--- config.mk ---
export PLATFORM = sky130hd
export DESIGN_NAME = score_keeper_flat
export DESIGN_NICKNAME = d
export VERILOG_FILES = /design/src/rtl/score_pkg.sv /design/src/rtl/score_keeper_if.sv /design/src/rtl/frame_cooldown_timer.sv /design/src/rtl/score_keeper.sv /design/src/flat_wrapper.sv
export SDC_FILE = /design/constraint.sdc
export NUM_CORES = 1
export LEC_CHECK = 0
export BUFFER_PORTS_ARGS = -buffer_cell sky130_fd_sc_hd__buf_2
export CORE_MARGIN = 2
export CORE_UTILIZATION = 35
export CTS_BUF_LIST = sky130_fd_sc_hd__clkbuf_2
export DETAILED_ROUTE_END_ITERATION = 7
export GPL_TIMING_DRIVEN = 1
export SKIP_LAST_GASP = 1
export SLEW_MARGIN = 20
export SYNTH_ARGS = -nofsm -noshare
export SYNTH_HDL_FRONTEND = slang
export SYNTH_HIERARCHICAL = 1
export SYNTH_SLANG_ARGS = --single-unit
export TNS_END_PERCENT = 5
--- constraint.sdc ---
create_clock -name clk_in -period 5.6 [get_ports clk_in]
set_input_delay 1.4 -clock clk_in [delete_from_list [all_inputs] [get_ports clk_in]]
set_output_delay 1.4 -clock clk_in [all_outputs]
set_load 0.005 [all_outputs]
--- src/rtl/score_pkg.sv ---
// Shared types and constants for the penalty score path feeding the score sprite.
package score_pkg;

    localparam int SCORE_W = 3;
    localparam logic [SCORE_W-1:0] MAX_SCORE = SCORE_W'(7);

    typedef enum logic [1:0] {
        ARMED     = 2'd0,
        COOLDOWN  = 2'd1,
        GAME_OVER = 2'd2
    } score_state_t;

    // Saturating increment; the score never wraps from MAX_SCORE back to zero.
    function automatic logic [SCORE_W-1:0] sat_inc(input logic [SCORE_W-1:0] v);
        return (v == MAX_SCORE) ? v : v + 1'b1;
    endfunction

endpackage

--- src/rtl/score_keeper_if.sv ---
// Game-side bundle of score_keeper: event pulses in, frame-synced score and flags out.
// Handshake: all inputs are single-cycle pulses sampled on clk_in; no backpressure exists.
interface score_keeper_if #(
    parameter int CD_W = 6
);
    import score_pkg::*;

    logic               new_frame_in;
    logic               collision_in;
    logic               clear_in;
    logic [SCORE_W-1:0] score_out;
    logic               hit_pulse_out;
    logic               cooldown_out;
    logic               game_over_out;
    score_state_t       state_dbg;
    logic [CD_W-1:0]    cd_cnt_dbg;

    modport master (
        output new_frame_in, collision_in, clear_in,
        input  score_out, hit_pulse_out, cooldown_out, game_over_out, state_dbg, cd_cnt_dbg
    );

    modport slave (
        input  new_frame_in, collision_in, clear_in,
        output score_out, hit_pulse_out, cooldown_out, game_over_out, state_dbg, cd_cnt_dbg
    );

endinterface

--- src/rtl/frame_cooldown_timer.sv ---
// Frame-tick down-counter: load wins over tick, expire flags the tick that takes it from 1 to 0.
module frame_cooldown_timer #(
    parameter int CD_W = 6
) (
    input  logic            clk,
    input  logic            rst,
    input  logic            load,
    input  logic [CD_W-1:0] load_value,
    input  logic            tick,
    output logic [CD_W-1:0] cd_cnt,
    output logic            expire
);

    logic [CD_W-1:0] cnt;

    always_ff @(posedge clk or posedge rst) begin
        if (rst) begin
            cnt <= '0;
        end else if (load) begin
            cnt <= load_value;
        end else if (tick && cnt != '0) begin
            cnt <= cnt - 1'b1;
        end
    end

    assign cd_cnt = cnt;
    assign expire = tick && !load && (cnt == CD_W'(1));

endmodule

--- src/rtl/score_keeper.sv ---
// Counts accepted collisions with per-hit frame cooldown and publishes the score at frame starts.
module score_keeper
    import score_pkg::*;
#(
    parameter int COOLDOWN_FRAMES = 30,
    parameter int CD_W            = 6
) (
    input  logic          clk_in,
    input  logic          rst_in,
    score_keeper_if.slave sk
);

    score_state_t       state, state_next;
    logic [SCORE_W-1:0] count, count_next;
    logic [SCORE_W-1:0] score_q;
    logic               hit_q, hit_next;
    logic               cooldown_q, game_over_q;
    logic               tmr_load;
    logic [CD_W-1:0]    tmr_load_value;
    logic [CD_W-1:0]    cd_cnt;
    logic               tmr_expire;

    frame_cooldown_timer #(.CD_W(CD_W)) u_timer (
        .clk        (clk_in),
        .rst        (rst_in),
        .load       (tmr_load),
        .load_value (tmr_load_value),
        .tick       (sk.new_frame_in),
        .cd_cnt     (cd_cnt),
        .expire     (tmr_expire)
    );

    always_comb begin
        state_next     = state;
        count_next     = count;
        hit_next       = 1'b0;
        tmr_load       = 1'b0;
        tmr_load_value = '0;
        if (sk.clear_in) begin
            state_next = ARMED;
            count_next = '0;
            tmr_load   = 1'b1;
        end else begin
            case (state)
                ARMED: begin
                    if (sk.collision_in) begin
                        hit_next   = 1'b1;
                        count_next = sat_inc(count);
                        if (count_next == MAX_SCORE) begin
                            state_next = GAME_OVER;
                        end else if (COOLDOWN_FRAMES != 0) begin
                            state_next     = COOLDOWN;
                            tmr_load       = 1'b1;
                            tmr_load_value = CD_W'(COOLDOWN_FRAMES);
                        end
                    end
                end
                COOLDOWN: begin
                    if (tmr_expire) state_next = ARMED;
                end
                GAME_OVER: begin
                    count_next = MAX_SCORE;
                end
                default: state_next = ARMED;
            endcase
        end
    end

    // score_q samples the pre-update count, so a same-cycle hit shows one frame later.
    always_ff @(posedge clk_in or posedge rst_in) begin
        if (rst_in) begin
            state       <= ARMED;
            count       <= '0;
            score_q     <= '0;
            hit_q       <= 1'b0;
            cooldown_q  <= 1'b0;
            game_over_q <= 1'b0;
        end else begin
            state       <= state_next;
            count       <= count_next;
            hit_q       <= hit_next;
            cooldown_q  <= (state_next == COOLDOWN);
            game_over_q <= (state_next == GAME_OVER);
            if (sk.clear_in) begin
                score_q <= '0;
            end else if (sk.new_frame_in) begin
                score_q <= count;
            end
        end
    end

    assign sk.score_out     = score_q;
    assign sk.hit_pulse_out = hit_q;
    assign sk.cooldown_out  = cooldown_q;
    assign sk.game_over_out = game_over_q;
    assign sk.state_dbg     = state;
    assign sk.cd_cnt_dbg    = cd_cnt;

endmodule

--- src/flat_wrapper.sv ---
// flat-port wrapper written by rule: the top's interface ports become plain ports
module score_keeper_flat import score_pkg::*;
#(
    parameter int COOLDOWN_FRAMES = 30,
    parameter int CD_W            = 6
)
  (clk_in, rst_in, sk_new_frame_in, sk_collision_in, sk_clear_in, sk_score_out, sk_hit_pulse_out, sk_cooldown_out, sk_game_over_out, sk_state_dbg, sk_cd_cnt_dbg);
  score_keeper_if #(.CD_W(CD_W)) sk_i ();
  input  logic clk_in;
  input  logic rst_in;
  input wire logic [$bits(sk_i.new_frame_in)-1:0] sk_new_frame_in;
  input wire logic [$bits(sk_i.collision_in)-1:0] sk_collision_in;
  input wire logic [$bits(sk_i.clear_in)-1:0] sk_clear_in;
  output wire logic [$bits(sk_i.score_out)-1:0] sk_score_out;
  output wire logic [$bits(sk_i.hit_pulse_out)-1:0] sk_hit_pulse_out;
  output wire logic [$bits(sk_i.cooldown_out)-1:0] sk_cooldown_out;
  output wire logic [$bits(sk_i.game_over_out)-1:0] sk_game_over_out;
  output wire logic [$bits(sk_i.state_dbg)-1:0] sk_state_dbg;
  output wire logic [$bits(sk_i.cd_cnt_dbg)-1:0] sk_cd_cnt_dbg;
  assign sk_i.new_frame_in = sk_new_frame_in;
  assign sk_i.collision_in = sk_collision_in;
  assign sk_i.clear_in = sk_clear_in;
  assign sk_score_out = sk_i.score_out;
  assign sk_hit_pulse_out = sk_i.hit_pulse_out;
  assign sk_cooldown_out = sk_i.cooldown_out;
  assign sk_game_over_out = sk_i.game_over_out;
  assign sk_state_dbg = sk_i.state_dbg;
  assign sk_cd_cnt_dbg = sk_i.cd_cnt_dbg;
  score_keeper #(.COOLDOWN_FRAMES(COOLDOWN_FRAMES), .CD_W(CD_W)) u_core (.clk_in(clk_in), .rst_in(rst_in), .sk(sk_i));
endmodule
==> results of run 1 <==
-- worst max-delay path, stage by stage --
cell and delay, ns:
buf_2 0.20, a41o_1 0.45, and4b_1 0.27, nor4b_1 0.40, a21o_1 0.12
-- logic make-up (layout without fill, tap and decap cells) --
| family | Yosys count | in the layout |
|---|---|---|
| AO/OA/AOI/OAI | 26 | 26 |
| AND/OR/NAND/NOR | 39 | 39 |
| buffers and inverters | 10 | 30 |
| flip-flops | 17 | 17 |
| adder cells (fa/ha/maj) | 4 | 4 |
| XOR/XNOR | 2 | 2 |
| multiplexers | 3 | 3 |
| other | 1 | 2 |
-- placed cells by master, fill, tap and decap left out, types with 2 or more instances in the layout --
| master | instances |
|---|---|
| nand2_1 | 4 |
| buf_2 | 18 |
| a21oi_1 | 6 |
| conb_1 | 2 |
| o31ai_1 | 2 |
| dfrtp_1 | 17 |
| nor3_1 | 3 |
| mux2i_1 | 3 |
| nor2_1 | 9 |
| clkbuf_2 | 3 |
| a211o_1 | 2 |
| a21o_1 | 2 |
| inv_1 | 8 |
| nor2b_1 | 3 |
| nand3_1 | 4 |
| a31oi_1 | 2 |
| ha_1 | 4 |
-- per-layer routing --
metal	global-route usage [%]	wire length (microns)	share of wire [%]	up-vias
met5	0	0	0	-
met4	3.99	23	1.1	0
met3	4.69	113	5.2	4
met2	22.6	1040	48	21
met1	18.3	990	46	416
li1	-	-	-	410
-- power groups by stage --
stage	sequential, W	combinational [W]	clock [W]
after CTS	0.000153	0.0000818	0.0000606
after global placement	0.000154	0.0000809	0
final	0.000153	0.0000815	0.0000562
after detailed placement	0.000155	0.0000815	0
after floorplan	0.000153	0.0000572	0
after global routing	0.000156	0.0000905	0.0000665
-- state kept, by name (all words and copies together), names as in the netlist --
register,count
u_core/sk.game_over_out,1
u_core/sk.score_out,3
u_core/sk.state_dbg,2
u_core/sk.cooldown_out,1
u_core/count,3
u_core/u_timer/cd_cnt,6
u_core/sk.hit_pulse_out,1
-- final cells by class --
| type | instances | area, sq um | share of cell area, % |
|---|---|---|---|
| clock buffers | 3 | 15.0 | 1.29 |
| clock inverters | 1 | 5.00 | 0.431 |
| inverters | 8 | 30.0 | 2.59 |
| multi-input cells | 76 | 557 | 48.0 |
| flip-flops and latches | 17 | 425 | 36.6 |
| well taps | 31 | 38.8 | 3.34 |
| repair buffers | 18 | 90.1 | 7.76 |
-- worst max path at each step --
stage	startpoint	to	cells past startpoint
after floorplan	sk_clear_in	u_core/sk.cooldown_out	6
after CTS	sk_clear_in	u_core/sk.state_dbg[0]	5
after detailed placement	sk_clear_in	u_core/sk.state_dbg[0]	5
after global routing	sk_clear_in	u_core/sk.state_dbg[0]	5
final	sk_clear_in	u_core/sk.state_dbg[0]	5
after global placement	sk_clear_in	u_core/sk.cooldown_out	5
-- stage by stage --
step | setup WS (ns) | cell area (sq um) | total power, W | utilization [%]
after floorplan | 2.98 | 1020 | 0.000210 | -
after global placement | 2.78 | 1140 | 0.000235 | 41.4
after detailed placement | 2.73 | 1140 | 0.000237 | 41.4
after CTS | 3.06 | 1160 | 0.000295 | 42.1
after global routing | 2.97 | 1160 | 0.000313 | 42.1
final | 3.03 | 1160 | 0.000290 | 42.1
==> flow_metrics.py, run 1 <==
metrics = {
    "synth": {
        "synth_top_area_share_pct": 41.7,
        "synth_area_leaders": "dfrtp_1, ha_1, nor2_1",
        "synth_edf_count": 0,
        "synth_area_leader_cell": "dfrtp_1",
        "synth_xor_area_share_pct": 1.72,
        "muxShareOfSynthArea_pct": 2.94,
        "seq_area_frac_synth_pct": 41.7,
        "avgSynthCellArea_sq_um": 10.0,
        "yosysMostFrequentCell": "dfrtp_1",
        "ys_seq_elements": 17,
        "synthFlopType": "dfrtp_1",
        "async_flop_share_pct": 100,
        "synthAdderAreaFrac_pct": 4.90,
        "ys_warn_count": 6,
        "synth_cells": 102,
        "yosys-top-cells-count": "dfrtp_1, nor2_1, inv_1",
        "synth.cell_area_sq_mm": 0.00102,
        "synth_compound_area_share_pct": 19.0,
        "synth_cell_types": 47,
        "synth_top_family_by_area": "simple AND/OR/NAND/NOR gates",
        "synth-simple-area-share_pct": 25.2,
    },
    "placed_design": {
        "port_buffers": 18,
        "dp_hpwl_microns": 1570,
        "place_inst": 150,
        "gp_congestion": 0.781,
    },
    "timing": {
        "period_share_pct": 45.9,
        "worst_pin_slew_ns": 0.500,
        "slew_viol_final": 0,
        "tns_ns": 0,
        "final-setup-viol-count": 0,
        "finalCriticalPeriod_ns": 2.57,
        "final_hold_viol_count": 0,
        "timing.hold.ws_ns": 0.557,
        "relSlewSlack_pct": 66.6,
        "skew_ns": 0.00144,
        "timing.fmax_mhz": 389,
        "rsz0062_at_grt": "no",
    },
    "finish": {
        "drive_above_1_share_pct": 24.4,
        "finalNonFillerCells": 154,
        "antennaDiodeCount": 0,
        "area_growth_pct": 13.7,
        "fill_cells": 278,
        "fin_nets": 133,
    },
    "route": {
        "ant_nets": 0,
        "dr.pass1.iters": 4,
        "drc_errors": 0,
        "finalWirelength_microns": 2170,
        "avgRoutedWirePerCell_microns": 14.1,
        "vias": 851,
        "avgViaCountPerCell": 5.53,
        "first_iter_violations": 28,
    },
    "clock_tree": {
        "clock-sinks": 17,
        "ctsHoldBuffers": 0,
        "postCtsResizedCells": 0,
        "clk_latency_ns": 0.30,
        "cts-root-buf": "clkbuf_2",
        "cts-buffers-inserted": 3,
        "clk_path_buf_depth": 2,
        "path_clk_slew_ns": 0.16,
        "cts_tree": "done",
        "post_cts_buffers": 0,
        "h-tree-depth": 1,
    },
    "floorplan": {
        "num_rows": 19,
        "core-area_sq_mm": 0.00276,
        "die_w_microns": 58.0,
        "die_h_microns": 58.0,
        "die_area_sq_mm": 0.00337,
        "ios": 19,
        "initial_utilization_pct": 37.0,
    },
    "power": {
        "power.switching_w": 0.000100,
        "ir_worst_vdd_v": 0.000159,
        "powerDensity_mw_per_mm2": 250,
        "p_int_w": 0.000190,
        "p_leak_nw": 0.582,
        "p_sw_share_pct": 34.6,
        "p_seq_share_pct": 52.6,
        "power_frac_comb_pct": 28.1,
        "clkPwrFrac_pct": 19.4,
    },
    "worst_setup_path": {
        "regToRegEndpoint": "u_core/sk.state_dbg[0]",
        "crit_arrival_ns": 2.83,
        "r2r_start": "u_core/count[0]",
        "required_ns": 5.86,
        "endpoint_kind": "flip-flop",
        "critical_path_class": "input port to flip-flop",
        "reg2reg_depth": 7,
        "crit_path_max_fanout": 16,
        "rrSetupSlack_ns": 3.15,
        "setup.worst_path.start_class": "input port",
    },
    "run": {
        "cap_violations": 0,
    },
    "grt": {
        "grt_overflow_total": 0,
        "grt_antenna_before_repair": 0,
        "grt_max_degree": 17,
        "grt_pass1_vias": 817,
        "grt_pass1_wl_microns": 3630,
        "grt_use_total_pct": 14.1,
    },
    "run_status": {
        "status": "complete, no violations",
    },
    "min_path": {
        "hold_end": "u_core/sk.score_out[2]",
        "holdCritStartpoint": "u_core/sk.score_out[2]",
        "min_path_cells": 2,
        "hp-class": "flip-flop to flip-flop",
    },
}
Note: power is estimated with default switching activity, not from simulation.
==> run 2: changes to the inputs <==
==> constraint.sdc (replaced) <==
create_clock -name clk_in -period 2.45 [get_ports clk_in]
set_input_delay 0.6125 -clock clk_in [delete_from_list [all_inputs] [get_ports clk_in]]
set_output_delay 0.6125 -clock clk_in [all_outputs]
set_load 0.005 [all_outputs]
==> run 2 against run 1 <==
Net effect:
- power is 130% higher
- first-iteration DRC count is 43% higher
- hold slack worse by 0.36 ns
- setup slack worse by 2.7 ns
- design area is 0.65% higher
- combinational power is 140% higher
- critical endpoint is now u_core/u_timer/cd_cnt[0]
- largest power group unchanged
==> flow_metrics.py, run 2 (synthesis results as in run 1) <==
metrics = {
    "run_status": {
        "status": "complete, no violations",
    },
    "power": {
        "power_frac_comb_pct": 28.5,
        "ir_worst_vdd_v": 0.000368,
        "powerDensity_mw_per_mm2": 577,
        "p_seq_share_pct": 51.7,
        "clkPwrFrac_pct": 19.8,
        "p_int_w": 0.000437,
        "power_w": 0.000674,
        "p_leak_nw": 0.587,
        "p_sw_share_pct": 35.2,
        "power.switching_w": 0.000237,
    },
    "worst_setup_path": {
        "setup.worst_path.start_class": "flip-flop",
        "reg2reg_depth": 6,
        "crit_slowest_cell": "or4_1",
        "critical_path_class": "flip-flop to flip-flop",
        "required_ns": 2.71,
        "path_buf_inv": 0,
        "cp.depth": 6,
        "crit_family": "simple AND/OR/NAND/NOR gates",
        "path_cells": "ha_1 -> xor2_1 -> nand3_2 -> a41o_1 -> or4_1 -> nand3_1",
        "cpPeakStageDelay_ns": 0.51,
        "crit_arrival_ns": 2.38,
        "crit_path_max_fanout": 6,
        "endpoint_kind": "flip-flop",
    },
    "grt": {
        "grt_max_degree": 14,
        "grt_use_total_pct": 13.8,
        "grt_use_met2_pct": 22.4,
        "grt_use_met1_pct": 17.9,
        "grt_antenna_before_repair": 0,
        "met3_usage_pct": 4.91,
        "grt_busiest_layer": "met2",
        "grt_pass1_vias": 772,
        "grt_overflow_total": 0,
        "grt_pass1_wl_microns": 3520,
    },
    "route": {
        "finalWirelength_microns": 2170,
        "avgRoutedWirePerCell_microns": 14.0,
        "dr.pass1.iters": 4,
        "drc_errors": 0,
        "ant_nets": 0,
        "vias": 845,
        "first_iter_violations": 40,
        "avgViaCountPerCell": 5.45,
    },
    "clock_tree": {
        "clock-sinks": 17,
        "clk_latency_ns": 0.31,
        "cts-root-buf": "clkbuf_2",
        "cts_tree": "done",
        "clk_path_buf_depth": 2,
        "cts-buffers-inserted": 3,
        "h-tree-depth": 1,
        "path_clk_slew_ns": 0.18,
        "post_cts_buffers": 0,
        "postCtsResizedCells": 0,
        "ctsHoldBuffers": 0,
    },
    "run": {
        "cap_violations": 0,
    },
    "placed_design": {
        "place_inst": 151,
        "dp_hpwl_microns": 1560,
        "dpl_worst_slack_ns": 0.376,
        "port_buffers": 18,
        "gp_congestion": 0.782,
    },
    "floorplan": {
        "die_w_microns": 58.0,
        "die_h_microns": 58.0,
        "core-area_sq_mm": 0.00276,
        "num_rows": 19,
        "initial_utilization_pct": 37.0,
        "ios": 19,
        "die_area_sq_mm": 0.00337,
    },
    "min_path": {
        "hp-class": "input port to asynchronous set/reset pin",
    },
    "timing": {
        "finalCriticalPeriod_ns": 2.12,
        "tns_ns": 0,
        "final_hold_viol_count": 0,
        "slew_viol_final": 0,
        "period_share_pct": 86.6,
        "rsz0062_at_grt": "no",
        "final-setup-viol-count": 0,
        "skew_ns": 0.00144,
        "setup_slack_ns": 0.328,
        "timing.fmax_mhz": 471,
    },
    "finish": {
        "finalNonFillerCells": 155,
        "fill_cells": 280,
        "final_cell_mix": "buf_2, dfrtp_1, nor2_1, inv_1, a21oi_1",
        "drive_above_1_share_pct": 25.0,
        "largest_reg_flops": 6,
        "fin_nets": 134,
        "final_util_pct": 42.4,
        "layout_commonest_cell": "buf_2",
        "antennaDiodeCount": 0,
        "area_growth_pct": 14.5,
    },
}
==> run 2: cell types whose count changed in the layout (fill, tap and decap cells not counted), sizes merged <==
| cell | delta |
|---|---|
| buf | +1 |
==> run 2: power by group through the flow <==
stage               sequential (W)  clock (W)  combinational (W)
global placement          0.000352          0           0.000189
finish                    0.000349   0.000133           0.000192
CTS                       0.000348   0.000140           0.000191
detailed placement        0.000354          0           0.000189
floorplan                 0.000349          0           0.000131
global route              0.000354   0.000154           0.000212
==> run 2: routing by layer <==
| layer | vias up | share of wire (%) |
|---|---|---|
| met4 | 0 | 0.41 |
| li1 | 416 | - |
| met2 | 24 | 46 |
| met3 | 2 | 5.3 |
| met1 | 403 | 48 |
| met5 | - | 0 |
==> run 2: area by class of cell <==
class                           instances  area (sq um)  area share (%)
Multi-Input combinational cell         76           557            47.6
Sequential cell                        17           425            36.4
Timing Repair Buffer                   19          97.6            8.35
Tap cell                               31          38.8            3.32
Inverter                                8          30.0            2.57
Clock buffer                            3          15.0            1.28
Clock inverter                          1          5.00           0.428
==> run 2: per-stage QoR <==
step	area, sq um	hold WS (ns)
4_1_cts	1170	0.190
5_1_grt	1170	0.181
3_3_place_gp	1150	0.508
3_5_place_dp	1150	0.516
6_report	1170	0.195
2_1_floorplan	1020	0.403
==> run 2: path summary, 6_finish.rpt <==
check | start | endpoint | slack [ns]
worst max-delay path | u_core/count[0] | u_core/u_timer/cd_cnt[0] | 0.33
worst min-delay path | rst_in | u_core/u_timer/cd_cnt[5] | 0.19
worst max register to register | u_core/count[0] | u_core/u_timer/cd_cnt[0] | 0.33
worst min register to register | u_core/sk.score_out[2] | u_core/sk.score_out[2] | 0.55
max in group asynchronous | rst_in | u_core/sk.state_dbg[0] | 1.90
min in group clk_in | u_core/sk.score_out[2] | u_core/sk.score_out[2] | 0.55
==> run 2: worst register-to-register path: cells and delay by family, from the launching register on <==
kind,cells,cell delay (ns)
compound gates,1,0.31
simple gates,3,0.75
flops,1,0.48
fa+ha+maj,1,0.31
xor+xnor,1,0.23
==> run 3: changes to the inputs <==
--- a/config.mk
+++ b/config.mk
@@ -6,6 +6,7 @@
 export NUM_CORES = 1
 export LEC_CHECK = 0
 export BUFFER_PORTS_ARGS = -buffer_cell sky130_fd_sc_hd__buf_2
+export CORE_ASPECT_RATIO = 2
 export CORE_MARGIN = 2
 export CORE_UTILIZATION = 35
 export CTS_BUF_LIST = sky130_fd_sc_hd__clkbuf_2
==> run 3 against run 2 <==
Net effect:
- global-route usage grew 0.44 points
- final cell count fell by 1.3%
- power fell by 1.6%
- die area increased by 0.77%
- clock power fell by 6%
- sequential cell count did not move
- routed wire length up 2.7%
==> flow_metrics.py, run 3 (synthesis results as in run 1) <==
metrics = {
    "finish": {
        "drive_above_1_share_pct": 25.0,
        "fill_cells": 287,
        "antennaDiodeCount": 0,
        "fin_nets": 134,
        "layout_commonest_cell": "buf_2",
        "final_cell_mix": "buf_2, dfrtp_1, nor2_1, inv_1, a21oi_1",
        "largest_reg_flops": 6,
        "area_growth_pct": 14.2,
    },
    "power": {
        "power_w": 0.000663,
        "powerDensity_mw_per_mm2": 569,
        "ir_worst_vdd_v": 0.000327,
        "p_leak_nw": 0.587,
    },
    "grt": {
        "grt_pass1_vias": 809,
        "grt_overflow_total": 0,
        "grt_max_degree": 15,
        "grt_use_total_pct": 14.3,
        "grt_antenna_before_repair": 0,
        "grt_pass1_wl_microns": 3720,
    },
    "route": {
        "first_iter_violations": 35,
        "avgViaCountPerCell": 5.44,
        "vias": 832,
        "drc_errors": 0,
        "dr.pass1.iters": 4,
        "finalWirelength_microns": 2230,
        "avgRoutedWirePerCell_microns": 14.6,
        "ant_nets": 0,
    },
    "run_status": {
        "status": "complete, no violations",
    },
    "worst_setup_path": {
        "crit_arrival_ns": 2.33,
        "regToRegEndpoint": "u_core/sk.cooldown_out",
        "crit_path_max_fanout": 6,
        "cp-startpoint": "u_core/count[0]",
        "rrSetupSlack_ns": 0.38,
        "critical_path_class": "flip-flop to flip-flop",
        "reg2reg_depth": 7,
        "crit_end": "u_core/sk.cooldown_out",
        "endpoint_kind": "flip-flop",
        "r2r_start": "u_core/count[0]",
        "required_ns": 2.71,
        "setup.worst_path.start_class": "flip-flop",
    },
    "placed_design": {
        "gp_congestion": 0.777,
        "dp_hpwl_microns": 1770,
        "dpl_worst_slack_ns": 0.394,
        "port_buffers": 18,
    },
    "clock_tree": {
        "post_cts_buffers": 0,
        "clk_latency_ns": 0.30,
        "cts-root-buf": "clkbuf_2",
        "cts_tree": "done",
        "h-tree-depth": 1,
        "path_clk_slew_ns": 0.18,
        "ctsHoldBuffers": 0,
        "clk_path_buf_depth": 2,
        "clock-sinks": 17,
        "cts-buffers-inserted": 3,
        "postCtsResizedCells": 0,
    },
    "floorplan": {
        "num_rows": 27,
        "die_h_microns": 80.4,
        "ios": 19,
        "die_area_sq_mm": 0.00339,
        "initial_utilization_pct": 36.9,
        "die_w_microns": 42.2,
        "core-area_sq_mm": 0.00277,
    },
    "timing": {
        "finalCriticalPeriod_ns": 2.07,
        "period_share_pct": 84.6,
        "final-setup-viol-count": 0,
        "timing.fmax_mhz": 483,
        "skew_ns": 0.0191,
        "tns_ns": 0,
        "final_hold_viol_count": 0,
        "slew_viol_final": 0,
        "setup_slack_ns": 0.378,
        "rsz0062_at_grt": "no",
        "timing.hold.ws_ns": 0.217,
    },
    "min_path": {
        "hp-class": "input port to asynchronous set/reset pin",
    },
    "run": {
        "cap_violations": 0,
    },
}
run 3: per-layer routing:
layer | vias to the layer above | GRT usage (%) | share of wire (%)
met2 | 22 | 27.4 | 55
met5 | - | 0 | 0
li1 | 412 | - | -
met3 | 4 | 1.57 | 3.6
met4 | 0 | 5.63 | 1.3
met1 | 394 | 15.3 | 40
run 3: metrics by stage:
| step | utilization, % | instances | area [sq um] |
|---|---|---|---|
| final | 42.1 | 153 | 1170 |
| after global routing | 42.1 | 153 | 1170 |
| after CTS | 42.1 | 153 | 1170 |
| after detailed placement | 41.4 | 149 | 1150 |
| after global placement | 41.4 | 149 | 1150 |
| after floorplan | - | 103 | 1020 |
run 3: power breakdown:
part	internal (W)	switching [W]	total [W]
logic	0.0000919	0.0000996	0.000192
clock network	0.0000370	0.0000875	0.000125
registers	0.000307	0.0000400	0.000347
total	0.000436	0.000227	0.000663
run 3: worst max-delay path, cell delays in order (launching register included):
cell     delay [ns]
dfrtp_1        0.46
ha_1           0.29
xor2_1         0.17
nand3_2        0.14
a41o_1         0.22
and4b_1        0.20
nor4b_1        0.44
a21o_1         0.13
run 3: worst min path at each step:
stage	cells past startpoint	end	slack, ns
final	2	u_core/u_timer/cd_cnt[4]	0.22
after global routing	2	u_core/u_timer/cd_cnt[4]	0.20
after CTS	2	u_core/u_timer/cd_cnt[4]	0.21
after detailed placement	2	u_core/sk.score_out[2]	0.51
after global placement	2	u_core/sk.score_out[2]	0.51
after floorplan	1	u_core/u_timer/cd_cnt[0]	0.40
run 3: final cells by class:
| class | count | area, sq um | area share [%] |
|---|---|---|---|
| clock buffer | 3 | 15.0 | 1.29 |
| clock inverter | 1 | 5.00 | 0.429 |
| inverter | 8 | 30.0 | 2.58 |
| multi-input combinational | 76 | 557 | 47.7 |
| sequential | 17 | 425 | 36.5 |
| tap | 29 | 36.3 | 3.11 |
| timing repair buffer | 19 | 97.6 | 8.37 |
